**src/rtl/pipe_front_regs.sv**
```systemverilog
// IF/ID, ID/EX and EX/MEM pipeline registers for the 5-stage MIPS-style core.
// Define PIPE_STALL_FLUSH_EN to add the stall and flush inputs.
module pipe_front_regs (
    input  logic        clk,
    input  logic        reset,
`ifdef PIPE_STALL_FLUSH_EN
    input  logic        if_id_stall,
    input  logic        id_ex_flush,
    input  logic        ex_mem_flush,
`endif
    input  logic [31:0] if_pc_plus1,
    input  logic [31:0] if_instr,
    output logic [31:0] id_pc_plus1,
    output logic [31:0] id_instr,
    input  logic [31:0] id_rs_data,
    input  logic [31:0] id_rt_data,
    input  logic [31:0] id_sign_ext,
    input  logic [9:0]  id_ctrl,
    output logic [31:0] ex_pc_plus1,
    output logic [31:0] ex_instr,
    output logic [31:0] ex_rs_data,
    output logic [31:0] ex_rt_data,
    output logic [31:0] ex_sign_ext,
    output logic [4:0]  ex_rt_addr,
    output logic [4:0]  ex_rd_addr,
    output logic [9:0]  ex_ctrl,
    input  logic [31:0] ex_branch_target,
    input  logic [31:0] ex_alu_result,
    input  logic        ex_zero,
    input  logic [4:0]  ex_dest_addr,
    output logic [31:0] mem_branch_target,
    output logic [31:0] mem_alu_result,
    output logic [31:0] mem_store_data,
    output logic        mem_zero,
    output logic [4:0]  mem_dest_addr,
    output logic [5:0]  mem_ctrl
);

    logic        w_stall;
    logic        w_id_bubble;
    logic        w_ex_flush;
    logic [5:0]  w_mem_ctrl;

    logic [31:0] r_id_pc_plus1;
    logic [31:0] r_id_instr;

    logic [31:0] r_ex_pc_plus1;
    logic [31:0] r_ex_instr;
    logic [31:0] r_ex_rs_data;
    logic [31:0] r_ex_rt_data;
    logic [31:0] r_ex_sign_ext;
    logic [4:0]  r_ex_rt_addr;
    logic [4:0]  r_ex_rd_addr;
    logic [9:0]  r_ex_ctrl;

    logic [31:0] r_mem_branch_target;
    logic [31:0] r_mem_alu_result;
    logic [31:0] r_mem_store_data;
    logic        r_mem_zero;
    logic [4:0]  r_mem_dest_addr;
    logic [5:0]  r_mem_ctrl;

`ifdef PIPE_STALL_FLUSH_EN
    assign w_stall     = if_id_stall;
    assign w_id_bubble = if_id_stall | id_ex_flush;
    assign w_ex_flush  = ex_mem_flush;
`else
    assign w_stall     = 1'b0;
    assign w_id_bubble = 1'b0;
    assign w_ex_flush  = 1'b0;
`endif

    // Drop regDest, ALUSrc and ALUOp; keep jump..MemWrite and RegWrite
    assign w_mem_ctrl = {r_ex_ctrl[8:4], r_ex_ctrl[0]};

    always_ff @(posedge clk or posedge reset) begin
        if (reset) begin
            r_id_pc_plus1 <= '0;
            r_id_instr    <= '0;
        end else if (!w_stall) begin
            r_id_pc_plus1 <= if_pc_plus1;
            r_id_instr    <= if_instr;
        end
    end

    always_ff @(posedge clk or posedge reset) begin
        if (reset) begin
            r_ex_pc_plus1 <= '0;
            r_ex_instr    <= '0;
            r_ex_rs_data  <= '0;
            r_ex_rt_data  <= '0;
            r_ex_sign_ext <= '0;
            r_ex_rt_addr  <= '0;
            r_ex_rd_addr  <= '0;
            r_ex_ctrl     <= '0;
        end else begin
            r_ex_pc_plus1 <= r_id_pc_plus1;
            r_ex_instr    <= r_id_instr;
            r_ex_rs_data  <= id_rs_data;
            r_ex_rt_data  <= id_rt_data;
            r_ex_sign_ext <= id_sign_ext;
            r_ex_rt_addr  <= r_id_instr[20:16];
            r_ex_rd_addr  <= r_id_instr[15:11];
            r_ex_ctrl     <= w_id_bubble ? 10'd0 : id_ctrl;
        end
    end

    always_ff @(posedge clk or posedge reset) begin
        if (reset) begin
            r_mem_branch_target <= '0;
            r_mem_alu_result    <= '0;
            r_mem_store_data    <= '0;
            r_mem_zero          <= 1'b0;
            r_mem_dest_addr     <= '0;
            r_mem_ctrl          <= '0;
        end else begin
            r_mem_branch_target <= ex_branch_target;
            r_mem_alu_result    <= ex_alu_result;
            r_mem_store_data    <= r_ex_rt_data;
            r_mem_zero          <= w_ex_flush ? 1'b0 : ex_zero;
            r_mem_dest_addr     <= ex_dest_addr;
            r_mem_ctrl          <= w_ex_flush ? 6'd0 : w_mem_ctrl;
        end
    end

    assign id_pc_plus1       = r_id_pc_plus1;
    assign id_instr          = r_id_instr;
    assign ex_pc_plus1       = r_ex_pc_plus1;
    assign ex_instr          = r_ex_instr;
    assign ex_rs_data        = r_ex_rs_data;
    assign ex_rt_data        = r_ex_rt_data;
    assign ex_sign_ext       = r_ex_sign_ext;
    assign ex_rt_addr        = r_ex_rt_addr;
    assign ex_rd_addr        = r_ex_rd_addr;
    assign ex_ctrl           = r_ex_ctrl;
    assign mem_branch_target = r_mem_branch_target;
    assign mem_alu_result    = r_mem_alu_result;
    assign mem_store_data    = r_mem_store_data;
    assign mem_zero          = r_mem_zero;
    assign mem_dest_addr     = r_mem_dest_addr;
    assign mem_ctrl          = r_mem_ctrl;

endmodule

```
**config.mk**
```make
export PLATFORM = sky130hd
export DESIGN_NAME = pipe_front_regs
export DESIGN_NICKNAME = d
export VERILOG_FILES = /design/src/rtl/pipe_front_regs.sv
export SDC_FILE = /design/constraint.sdc
export NUM_CORES = 1
export LEC_CHECK = 0
export BUFFER_PORTS_ARGS = -buffer_cell sky130_fd_sc_hd__buf_2
export CORE_AREA = 2 2 232 234
export DETAILED_ROUTE_END_ITERATION = 10
export DIE_AREA = 0 0 234 236
export GPL_ROUTABILITY_DRIVEN = 0
export HOLD_SLACK_MARGIN = 0.08
export PLACE_DENSITY = 0.39
export SYNTH_ARGS = -nofsm -noshare
export SYNTH_HDL_FRONTEND = slang
export SYNTH_SLANG_ARGS = --single-unit
```
**constraint.sdc**
```tcl
create_clock -name clk -period 13 [get_ports clk]
set_input_delay 1.95 -clock clk [delete_from_list [all_inputs] [get_ports clk]]
set_output_delay 1.95 -clock clk [all_outputs]
set_load 0.01 [all_outputs]
```
Word level (Yosys, flattened, before mapping)
Cells that the tools add are included.

word-level totals
  memories = 0
  bits in read-only memories = 0
  memory bits (writable) = 0
  bits in registers = 352
  latch bits = 0
  input bits = 242

operators by class
  shift operators = 0
  div/mod/pow operators = 0
  bitwise operators = 0
  multiply operators = 0
  reduce and logical (&&, ||, !) cells = 0
  equality and inequality tests = 0
  magnitude comparators = 0
  add/sub/neg operators = 0
  muxes and demuxes = 0

Logic depth before layout (Yosys ltp)
  depth in word-level cells = 0
  mapped depth = 1
  mapped depth without buffers = 1

Worst setup path before layout
Ideal clock, no wire load.

  kind = register -> output
  from = register r_ex_rd_addr[0], in the netlist ex_rd_addr[0]
  to = output ex_rd_addr[0]
  arrival = 0.539 ns
  path buffers = 1
  cell stages (with the launch flop) = 2
  setup slack = 10.511 ns
  cell sequence = dfrtp_1 -> buf_4

RTL lines
  item                    RTL line  text
  start, declared         53        logic [4:0] r_ex_rd_addr;
  start signal, assigned  103       r_ex_rd_addr <= r_id_instr[15:11];
  end, declared           25        output logic [4:0] ex_rd_addr,

No word-level cell between the ends.

Worst setup path after layout
  from = register r_mem_alu_result[17], in the netlist mem_alu_result[17]
  to = output mem_alu_result[17]

RTL lines
  item                    RTL line  text
  start, declared         57        logic [31:0] r_mem_alu_result;
  start signal, assigned  118       r_mem_alu_result <= ex_alu_result;
  end, declared           32        output logic [31:0] mem_alu_result,

No word-level cell between the ends.

==> flow_metrics.py <==
metrics = {
    "worst_setup_path": {
        "critPathLaunch": "mem_alu_result[17]",
        "critical_path_required_ns": 11.05,
        "cp.depth": 1,
        "cpPeakStageDelay_ns": 0.41,
        "r2r_cells": 0,
        "critPathMaxFanout": 1,
        "cp_num_buf_inv": 1,
        "path_cells": "buf_2",
        "startpoint_type": "register",
        "crit_arrival_ns": 1.11,
        "r2r_start": "id_instr[25]",
        "slowest_stage": "dfrtp_1",
        "critical_path.top_delay_family": "flip-flops",
        "critPathCaptureType": "output port",
        "endpoint": "mem_alu_result[17]",
        "critical_path_class": "reg -> out",
        "worst-r2r-setup-slack_ns": 12.46,
        "r2r_end": "ex_instr[25]",
    },
    "timing": {
        "setup_tns_ns": 0,
        "finalClockSkew_ns": 0.0101,
        "slew_headroom": 0.346,
        "rsz0062_at_grt": "false",
        "worst_pin_slew_ns": 0.981,
        "fmax_mhz": 327,
        "setup_slack_ns": 9.94,
        "fin_crit_sh": 0.235,
        "final.min_clock_period_ns": 3.06,
        "hold-worst-slack_ns": 0.361,
        "finalHoldViolCount": 0,
        "setup_viol": 0,
        "maxSlewViolCount": 0,
    },
    "global_routing": {
        "met3_usage": 0.0435,
        "antenna_found_initial": 7,
        "met1_usage": 0.0949,
        "grt_pass1_vias": 5742,
        "grt_start_max_net_pins": 157,
        "grt.total_usage": 0.0917,
        "grt-busiest-layer": "met2",
        "grt_use_met2": 0.159,
        "overflow": 0,
        "grt_pass1_wl_mm": 37.0,
    },
    "placed_design": {
        "dp_slack_ns": 9.28,
        "dp_hpwl_mm": 20.3,
        "port_buffers": 593,
    },
    "synth": {
        "syn_avg_cell_area_um2": 24.5,
        "synth-seq-cells": 342,
        "syn_area_mm2": 0.00864,
        "yosysUniqueCellTypes": 3,
        "syn_inst": 353,
        "synth_top_area_frac": 0.991,
        "syn_nets": 595,
        "yosysTopAreaCell": "dfrtp_1",
        "synth.area.top_cells": "dfrtp_1 (99%), buf_4 (0.87%), inv_1 (0.043%)",
        "ys_seq_area_frac": 0.991,
        "yosysWarnings": 0,
    },
    "clocking": {
        "cts_buffers": 38,
        "ctsResizeCount": 0,
        "hold_buffers": 0,
        "cts_tree": "built",
        "cts.path.max_buffers": 3,
        "cts_setup_buffers": 0,
        "root_buffer": "clkbuf_16",
        "htreeDepth": 2,
        "insertion_delay_ns": 0.53,
        "clock-sinks": 342,
        "path_clk_slew_ns": 0.06,
    },
    "routing": {
        "wirelength_mm": 26.3,
        "ant_nets": 0,
        "drc_errors": 0,
        "drt_iter0_drc": 168,
        "vias": 5420,
        "post_drt_via_cell_ratio": 3.18,
        "wire_per_inst_um": 15.4,
        "firstDrtPassIters": 2,
    },
    "floorplan": {
        "io_pins": 594,
        "die_w_um": 234,
        "rows": 85,
        "die_area_mm2": 0.0552,
        "core_area_mm2": 0.0531,
        "initial_core_util": 0.163,
        "die_h_um": 236,
    },
    "outcome": {
        "outcome": "finished clean",
    },
    "power_and_ir_drop": {
        "p_per_area_mw_per_mm2": 171,
        "total_power_mw": 2.35,
        "ir_drop_mv": 0.0985,
        "leakagePower_nw": 6.97,
    },
    "finish": {
        "multiInputGateArea_um2": 0,
        "syn2layout_area_growth_pct": 58.6,
        "drive_gt1_frac": 0.651,
        "fin_nets": 1220,
        "multi_input_comb_cells": 0,
    },
    "run": {
        "cap_viol_max_count": 0,
    },
    "worst_hold_path": {
        "hold_path.class": "reg -> reg",
    },
}
cell usage in the layout (no fill, tap or decap):
cell type | synthesis | final
buf_2 | 0 | 593
dfrtp_1 | 342 | 342
clkbuf_16 | 0 | 41
clkbuf_8 | 0 | 10
clkbuf_1 | 0 | 9
clkinv_2 | 0 | 7
diode_2 | 0 | 1
inv_8 | 0 | 1
bufinv_16 | 0 | 1
buf_4 | 10 | 1
buf_12 | 0 | 1
cells by family (layout without fill, tap and decap cells):
group	after synthesis	after routing	share of synthesized area
buf+inv	11	664	0.00913
flops	342	342	0.991
other cells	0	1	0
synthesized netlist by cell type:
library cell and number:
dfrtp_1 342, inv_1 1, buf_4 10
how the worst min path moves through the flow:
| stage | from | end | slack (ns) | cells after the start |
|---|---|---|---|---|
| 2_1_floorplan | id_instr[0] | ex_instr[0] | 0.42 | 0 |
| 3_3_place_gp | ex_rt_data[19] | mem_store_data[19] | 0.35 | 0 |
| 3_5_place_dp | ex_rt_data[22] | mem_store_data[22] | 0.35 | 0 |
| 4_1_cts | ex_rt_data[30] | mem_store_data[30] | 0.36 | 0 |
| 5_1_grt | id_instr[18] | ex_rt_addr[2] | 0.37 | 0 |
| 6_report | ex_rt_data[25] | mem_store_data[25] | 0.36 | 0 |
per-layer routing:
layer  wire length (µm)  part of all wire  vias up
li1                   -                 -     2345
met1               8990              0.34     2692
met2              13400              0.51      320
met3               3110              0.12       55
met4                782             0.030        8
met5                 52            0.0020        -
through the flow:
| stage | instance area (µm²) | cells | utilization |
|---|---|---|---|
| 6_report | 13700 | 1703 | 0.258 |
| 3_5_place_dp | 12400 | 1634 | 0.234 |
| 4_1_cts | 13700 | 1702 | 0.258 |
| 2_1_floorplan | 8640 | 353 | - |
| 5_1_grt | 13700 | 1702 | 0.258 |
| 3_3_place_gp | 12400 | 1634 | 0.234 |
report_power, final:
group | switching [mW] | internal, mW
logic | 0.0883 | 0.0633
registers | 0.0184 | 1.12
clock network | 0.410 | 0.650
total | 0.517 | 1.83
sequential cells by signal (all words and copies together), names as in the netlist:
signal / flops
ex_pc_plus1: 32
ex_rs_data: 32
ex_rt_data: 32
ex_sign_ext: 32
id_instr: 32
id_pc_plus1: 32
mem_alu_result: 32
mem_branch_target: 32
mem_store_data: 32
ex_instr: 24
ex_ctrl: 10
mem_ctrl: 6
mem_dest_addr: 5
ex_rd_addr: 4
ex_rt_addr: 4
mem_zero: 1
cell type report:
cell class | instances | area (µm²)
Fill cell | 5573 | 39400
Clock buffer | 60 | 1200
Timing Repair Buffer | 595 | 3000
Inverter | 1 | 11.3
Sequential cell | 342 | 8560
Tap cell | 696 | 871
Antenna cell | 1 | 2.50
Clock inverter | 8 | 65.1
Note: power is estimated with default switching activity, not from simulation.
